File: src/rtl/rd84_gen_pkg.sv
// Shared constants, state encoding and class-boundary helpers for the rd84 weight-class pattern generator.
package rd84_gen_pkg;

    localparam int W  = 8;
    localparam int KW = 4;
    localparam int IW = 7;

    typedef enum logic {
        IDLE = 1'b0,
        EMIT = 1'b1
    } state_t;

    // Lowest vector of weight k: k ones packed at the LSB end.
    function automatic logic [W-1:0] first_word(input logic [KW-1:0] k);
        logic [W:0] one_hot;
        one_hot = (W+1)'(1) << k;
        return W'(one_hot - (W+1)'(1));
    endfunction

    // Highest vector of weight k: k ones packed at the MSB end.
    function automatic logic [W-1:0] last_word(input logic [KW-1:0] k);
        return first_word(k) << (KW'(W) - k);
    endfunction

endpackage

File: src/rtl/rd84_pattern_gen_gosper_next.sv
// Combinational Gosper step: next larger vector with the same popcount.
module gosper_next
    import rd84_gen_pkg::*;
(
    input  logic [W-1:0] x,
    output logic [W-1:0] nxt
);

    logic [W:0]    x_ext;
    logic [W:0]    c;
    logic [W:0]    r;
    logic [W:0]    tail;
    logic [KW-1:0] ctz;

    assign x_ext = {1'b0, x};
    assign c     = x_ext & (~x_ext + (W+1)'(1));
    assign r     = x_ext + c;
    assign tail  = (r ^ x_ext) >> 2;

    // c is one-hot (or zero), so a priority encode gives its trailing-zero count.
    always_comb begin
        ctz = '0;
        for (int i = W - 1; i >= 0; i--) begin
            if (c[i]) ctz = KW'(i);
        end
    end

    assign nxt = W'(r | (tail >> ctz));

endmodule

File: src/rtl/rd84_pattern_gen.sv
// Streams every W-bit vector of a requested popcount in ascending order over a valid/ready port.
//
//   state | meaning
//   IDLE  | waiting for start; weight > W raises err
//   EMIT  | out_word valid, advances on each handshake until the last word
module rd84_pattern_gen
    import rd84_gen_pkg::*;
(
    input  logic          clk,
    input  logic          rst_n,
    input  logic          start,
    input  logic [KW-1:0] weight,
    output logic          busy,
    output logic          out_valid,
    input  logic          out_ready,
    output logic [W-1:0]  out_word,
    output logic [IW-1:0] out_index,
    output logic          done,
    output logic          err
);

    state_t        state, state_nxt;
    logic [KW-1:0] k_q, k_nxt;
    logic [W-1:0]  word_nxt, word_gosper;
    logic [IW-1:0] index_nxt;
    logic          busy_nxt, valid_nxt, done_nxt, err_nxt;

    gosper_next u_gosper_next (
        .x   (out_word),
        .nxt (word_gosper)
    );

    always_ff @(posedge clk or negedge rst_n) begin
        if (!rst_n) begin
            state     <= IDLE;
            k_q       <= '0;
            out_word  <= '0;
            out_index <= '0;
            busy      <= 1'b0;
            out_valid <= 1'b0;
            done      <= 1'b0;
            err       <= 1'b0;
        end else begin
            state     <= state_nxt;
            k_q       <= k_nxt;
            out_word  <= word_nxt;
            out_index <= index_nxt;
            busy      <= busy_nxt;
            out_valid <= valid_nxt;
            done      <= done_nxt;
            err       <= err_nxt;
        end
    end

    always_comb begin
        state_nxt = state;
        k_nxt     = k_q;
        word_nxt  = out_word;
        index_nxt = out_index;
        busy_nxt  = busy;
        valid_nxt = out_valid;
        done_nxt  = 1'b0;
        err_nxt   = 1'b0;

        case (state)
            IDLE: begin
                if (start) begin
                    if (weight > KW'(W)) begin
                        err_nxt = 1'b1;
                    end else begin
                        k_nxt     = weight;
                        word_nxt  = first_word(weight);
                        index_nxt = '0;
                        busy_nxt  = 1'b1;
                        valid_nxt = 1'b1;
                        state_nxt = EMIT;
                    end
                end
            end
            EMIT: begin
                if (out_valid && out_ready) begin
                    // The last word of a class has no successor; word and index hold.
                    if (out_word == last_word(k_q)) begin
                        busy_nxt  = 1'b0;
                        valid_nxt = 1'b0;
                        done_nxt  = 1'b1;
                        state_nxt = IDLE;
                    end else begin
                        word_nxt  = word_gosper;
                        index_nxt = out_index + IW'(1);
                    end
                end
            end
            default: state_nxt = IDLE;
        endcase
    end

endmodule

File: config.mk
export PLATFORM = sky130hd
export DESIGN_NAME = rd84_pattern_gen
export DESIGN_NICKNAME = d
export VERILOG_FILES = /design/src/rtl/rd84_gen_pkg.sv /design/src/rtl/rd84_pattern_gen_gosper_next.sv /design/src/rtl/rd84_pattern_gen.sv
export SDC_FILE = /design/constraint.sdc
export NUM_CORES = 1
export LEC_CHECK = 0
export ABC_AREA = 0
export BUFFER_PORTS_ARGS = -buffer_cell sky130_fd_sc_hd__buf_2
export CAP_MARGIN = 40
export CORE_MARGIN = 2
export CORE_UTILIZATION = 35
export CTS_BUF_LIST = sky130_fd_sc_hd__clkbuf_4 sky130_fd_sc_hd__clkbuf_8
export DETAILED_ROUTE_END_ITERATION = 12
export GPL_TIMING_DRIVEN = 0
export HOLD_SLACK_MARGIN = 0.12
export PLACE_DENSITY = 0.56
export REMOVE_ABC_BUFFERS = 1
export SLEW_MARGIN = 25
export SYNTH_ARGS = -nofsm -noshare
export SYNTH_HDL_FRONTEND = slang
export SYNTH_SLANG_ARGS = --single-unit
File: constraint.sdc
create_clock -name clk -period 4.46 [get_ports clk]
set_input_delay 0.892 -clock clk [delete_from_list [all_inputs] [get_ports clk]]
set_output_delay 0.892 -clock clk [all_outputs]
set_load 0.005 [all_outputs]
==> impl_metrics.json <==
{
  "place_area_sq_mm": 0.002713,
  "grt-ovfl-total": 0,
  "ys_top_cells_by_count": "31 x nand2_1, 23 x dfrtp_1, 23 x nor2_1, 22 x o21ai_0, 20 x a21oi_1",
  "fmax_ghz": 0.2481,
  "setup_tns_ns": 0,
  "clk_latency_ns": 0.27,
  "synth_ff_type": "dfrtp_1",
  "r2r_end": "out_word[4]",
  "slew_headroom_pct": 58.29,
  "place_hpwl_mm": 4.983,
  "drtPass1Iterations": 5,
  "yosys-top-cells-area": "dfrtp_1 22%, mux2i_1 5.0%, nand2_1 4.4%",
  "min_period_ns": 4.030,
  "max_stage_delay_ns": 0.60,
  "yosysWarnings": 0,
  "diodes": 0,
  "ys_async_sr_fraction_pct": 100.0,
  "num_vias": 2545,
  "setup_viol": 0,
  "powerDensity_mw_per_mm2": 829.8,
  "ys_types": 78,
  "drt-total-wl_mm": 6.921,
  "tightest_slew_ns": 0.6257,
  "reg2reg_depth": 14,
  "hold_slack_ns": 0.5563,
  "end_kind": "flop",
  "cts_buffers": 3,
  "core_region_area_sq_mm": 0.007253,
  "root_buffer": "clkbuf_8",
  "clock_sinks": 23,
  "ios": 27,
  "drtIter0Drc": 132,
  "fin_crit_sh_pct": 90.36,
  "synth_seq_cells": 23,
  "leakage_uw": 0.001123,
  "drive_gt1_share_pct": 19.23,
  "area_growth_pct": 6.686,
  "max_cap_viol_count": 0,
  "holdBufCountCts": 0,
  "min_to": "out_index[6]",
  "yosysTopAreaCell": "dfrtp_1",
  "p_total_uw": 2319,
  "cp_top_family": "simple AND/OR/NAND/NOR gates",
  "clkTransAtPathRegs_ns": 0.09,
  "holdPathStages": 1,
  "final_nets": 356,
  "ys_seq_area_share_pct": 21.97,
  "synth_fa_ha_area_share_pct": 4.298,
  "synth-xor-area-share_pct": 1.958,
  "rr_startpoint": "k_q[0]",
  "reg2reg_slack_ns": 0.43,
  "die_area_sq_mm": 0.008194,
  "grt_usage_pct": 16.65,
  "synth_area_per_cell_sq_um": 7.988,
  "holdCritStartpoint": "out_index[6]",
  "synth_edf_count": 0,
  "crit_top_cell": "ha_1",
  "avgRoutedWirePerCell_um": 15.84,
  "multi_input_area_sq_mm": 0.001844,
  "drv_slew": 0,
  "fin_skew_ns": 0.008977,
  "seqCellArea_sq_um": 579.3,
  "ant_nets": 0,
  "port_buffers": 26,
  "grt_pass1_vias": 2359,
  "run_status": "complete, no violations",
  "cp_max_fo": 20,
  "fin_area_sq_mm": 0.002795,
  "die_h_um": 90.52,
  "n_fill_cell": 800,
  "syn_area_sq_mm": 0.002620,
  "grt_start_max_net_pins": 24,
  "vdd_drop_max_mv": 0.3307,
  "grt_pass1_wl_mm": 11.60,
  "critPathArrivalTime_ns": 4.18,
  "required_ns": 4.61,
  "cts_buffer_depth": 2,
  "finalHoldViolCount": 0,
  "htreeDepth": 1,
  "num_rows": 31,
  "synthSimpleGateAreaFrac_pct": 28.56,
  "post-route-util_pct": 38.54,
  "synthCells": 328,
  "critPathSlowestCell": "dfrtp_4",
  "tritoncts": "yes",
  "yosysMostFrequentCell": "nand2_1",
  "die_w_um": 90.52,
  "synth_mux_area_share_pct": 7.545,
  "initial_utilization_pct": 36.12,
  "worst-setup-path-type": "flop to flop",
  "drcViolationCount": 0,
  "vias_per_cell": 5.824,
  "rsz0062_at_grt": "false",
  "path_cells": "clkinv_2, ha_1, ha_1, nand2b_2, ha_2, nor4b_2, nor3_1, a211oi_2, xnor2_1, o31a_1, nor4b_4, and4_4, a21oi_4, mux2_4",
  "grt_antenna_before_repair": 0,
  "synth_top_family_by_area": "simple AND/OR/NAND/NOR gates",
  "path_buf_inv": 1,
  "synth_compound_area_share_pct": 27.79,
  "gp_congestion": 0.8366,
  "yosys.area.top_type_share_pct": 21.97,
  "critPathLaunchType": "flop",
  "min_path_type": "flop to flop"
}
==> power breakdown <==
part	internal (uW)	leakage (uW)	total, uW	switching, uW
combinational	738	0.000850	1650	908
sequential	289	0.000251	538	249
clock	63.3	0.0000217	135	71.4
==> metrics by stage <==
stage | std cells | worst slack (ns)
after global placement | 430 | -0.7507
after detailed placement | 430 | -0.8020
after global routing | 437 | 0.1334
after CTS | 437 | 0.1599
final | 437 | 0.4299
after floorplan | 305 | 0.1409
==> routing by layer <==
metal  track usage [%]  share of wire [%]  up-vias
li1                  -                  -     1265
met1             24.19                 49     1228
met2             27.67                 47       50
met3             1.169                3.2        2
met4             2.308               0.22        0
met5                 0                  0        -
==> area by class of cell <==
type	count	area share, %
timing repair buffer	29	5.461
inverter	12	1.656
multi-input combinational	270	65.98
tap	99	4.432
clock buffer	3	1.477
sequential	23	20.73
clock inverter	1	0.2686
==> cells by family after synthesis <==
family	count (synthesis)
flops	23
fa+ha+maj	9
simple gates	136
compound gates	102
mux	18
buf+inv	35
xor+xnor	5
==> registers in the layout, indices dropped and copies added, names as in the netlist <==
signal,cells
out_valid,1
out_word,8
err,1
out_index,7
k_q,4
state,1
done,1
==> how the worst max path moves through the flow <==
| stage | to | slack (ns) | from | cells after the start |
|---|---|---|---|---|
| 5_1_grt | out_word[6] | 0.13 | k_q[0] | 16 |
| 3_3_place_gp | out_index[2] | -0.75 | k_q[0] | 14 |
| 2_1_floorplan | out_index[2] | 0.14 | k_q[0] | 14 |
| 3_5_place_dp | out_index[2] | -0.80 | k_q[0] | 14 |
| 4_1_cts | out_word[4] | 0.16 | k_q[0] | 14 |
| 6_report | out_word[4] | 0.43 | k_q[0] | 14 |
==> repair_timing <==
item,CTS,global route
pin swaps,1,0
setup endpoints to repair,18,17
gates resized for setup,2,4
setup buffers,3,0
==> cells in the final DEF (no fill, tap or decap), drive strengths merged, types with 3 or more instances in the layout <==
| cell type | instances |
|---|---|
| and2 | 5 |
| nand2b | 7 |
| o31ai | 5 |
| o211ai | 4 |
| nand4 | 4 |
| mux2 | 5 |
| or3 | 5 |
| a211o | 4 |
| and3 | 4 |
| inv | 10 |
| or2 | 4 |
| a21oi | 21 |
| nor2b | 5 |
| a31oi | 6 |
| mux2i | 13 |
| clkbuf | 3 |
| nand2 | 31 |
| ha | 9 |
| nor3b | 5 |
| a21boi | 3 |
| nor4 | 4 |
| nor3 | 17 |
| nand3 | 12 |
| a32oi | 3 |
| buf | 29 |
| dfrtp | 23 |
| a21o | 3 |
| o21ai | 24 |
| xnor2 | 4 |
| nor2 | 24 |
| nor4b | 3 |
Power figures use the tool's default switching activity.
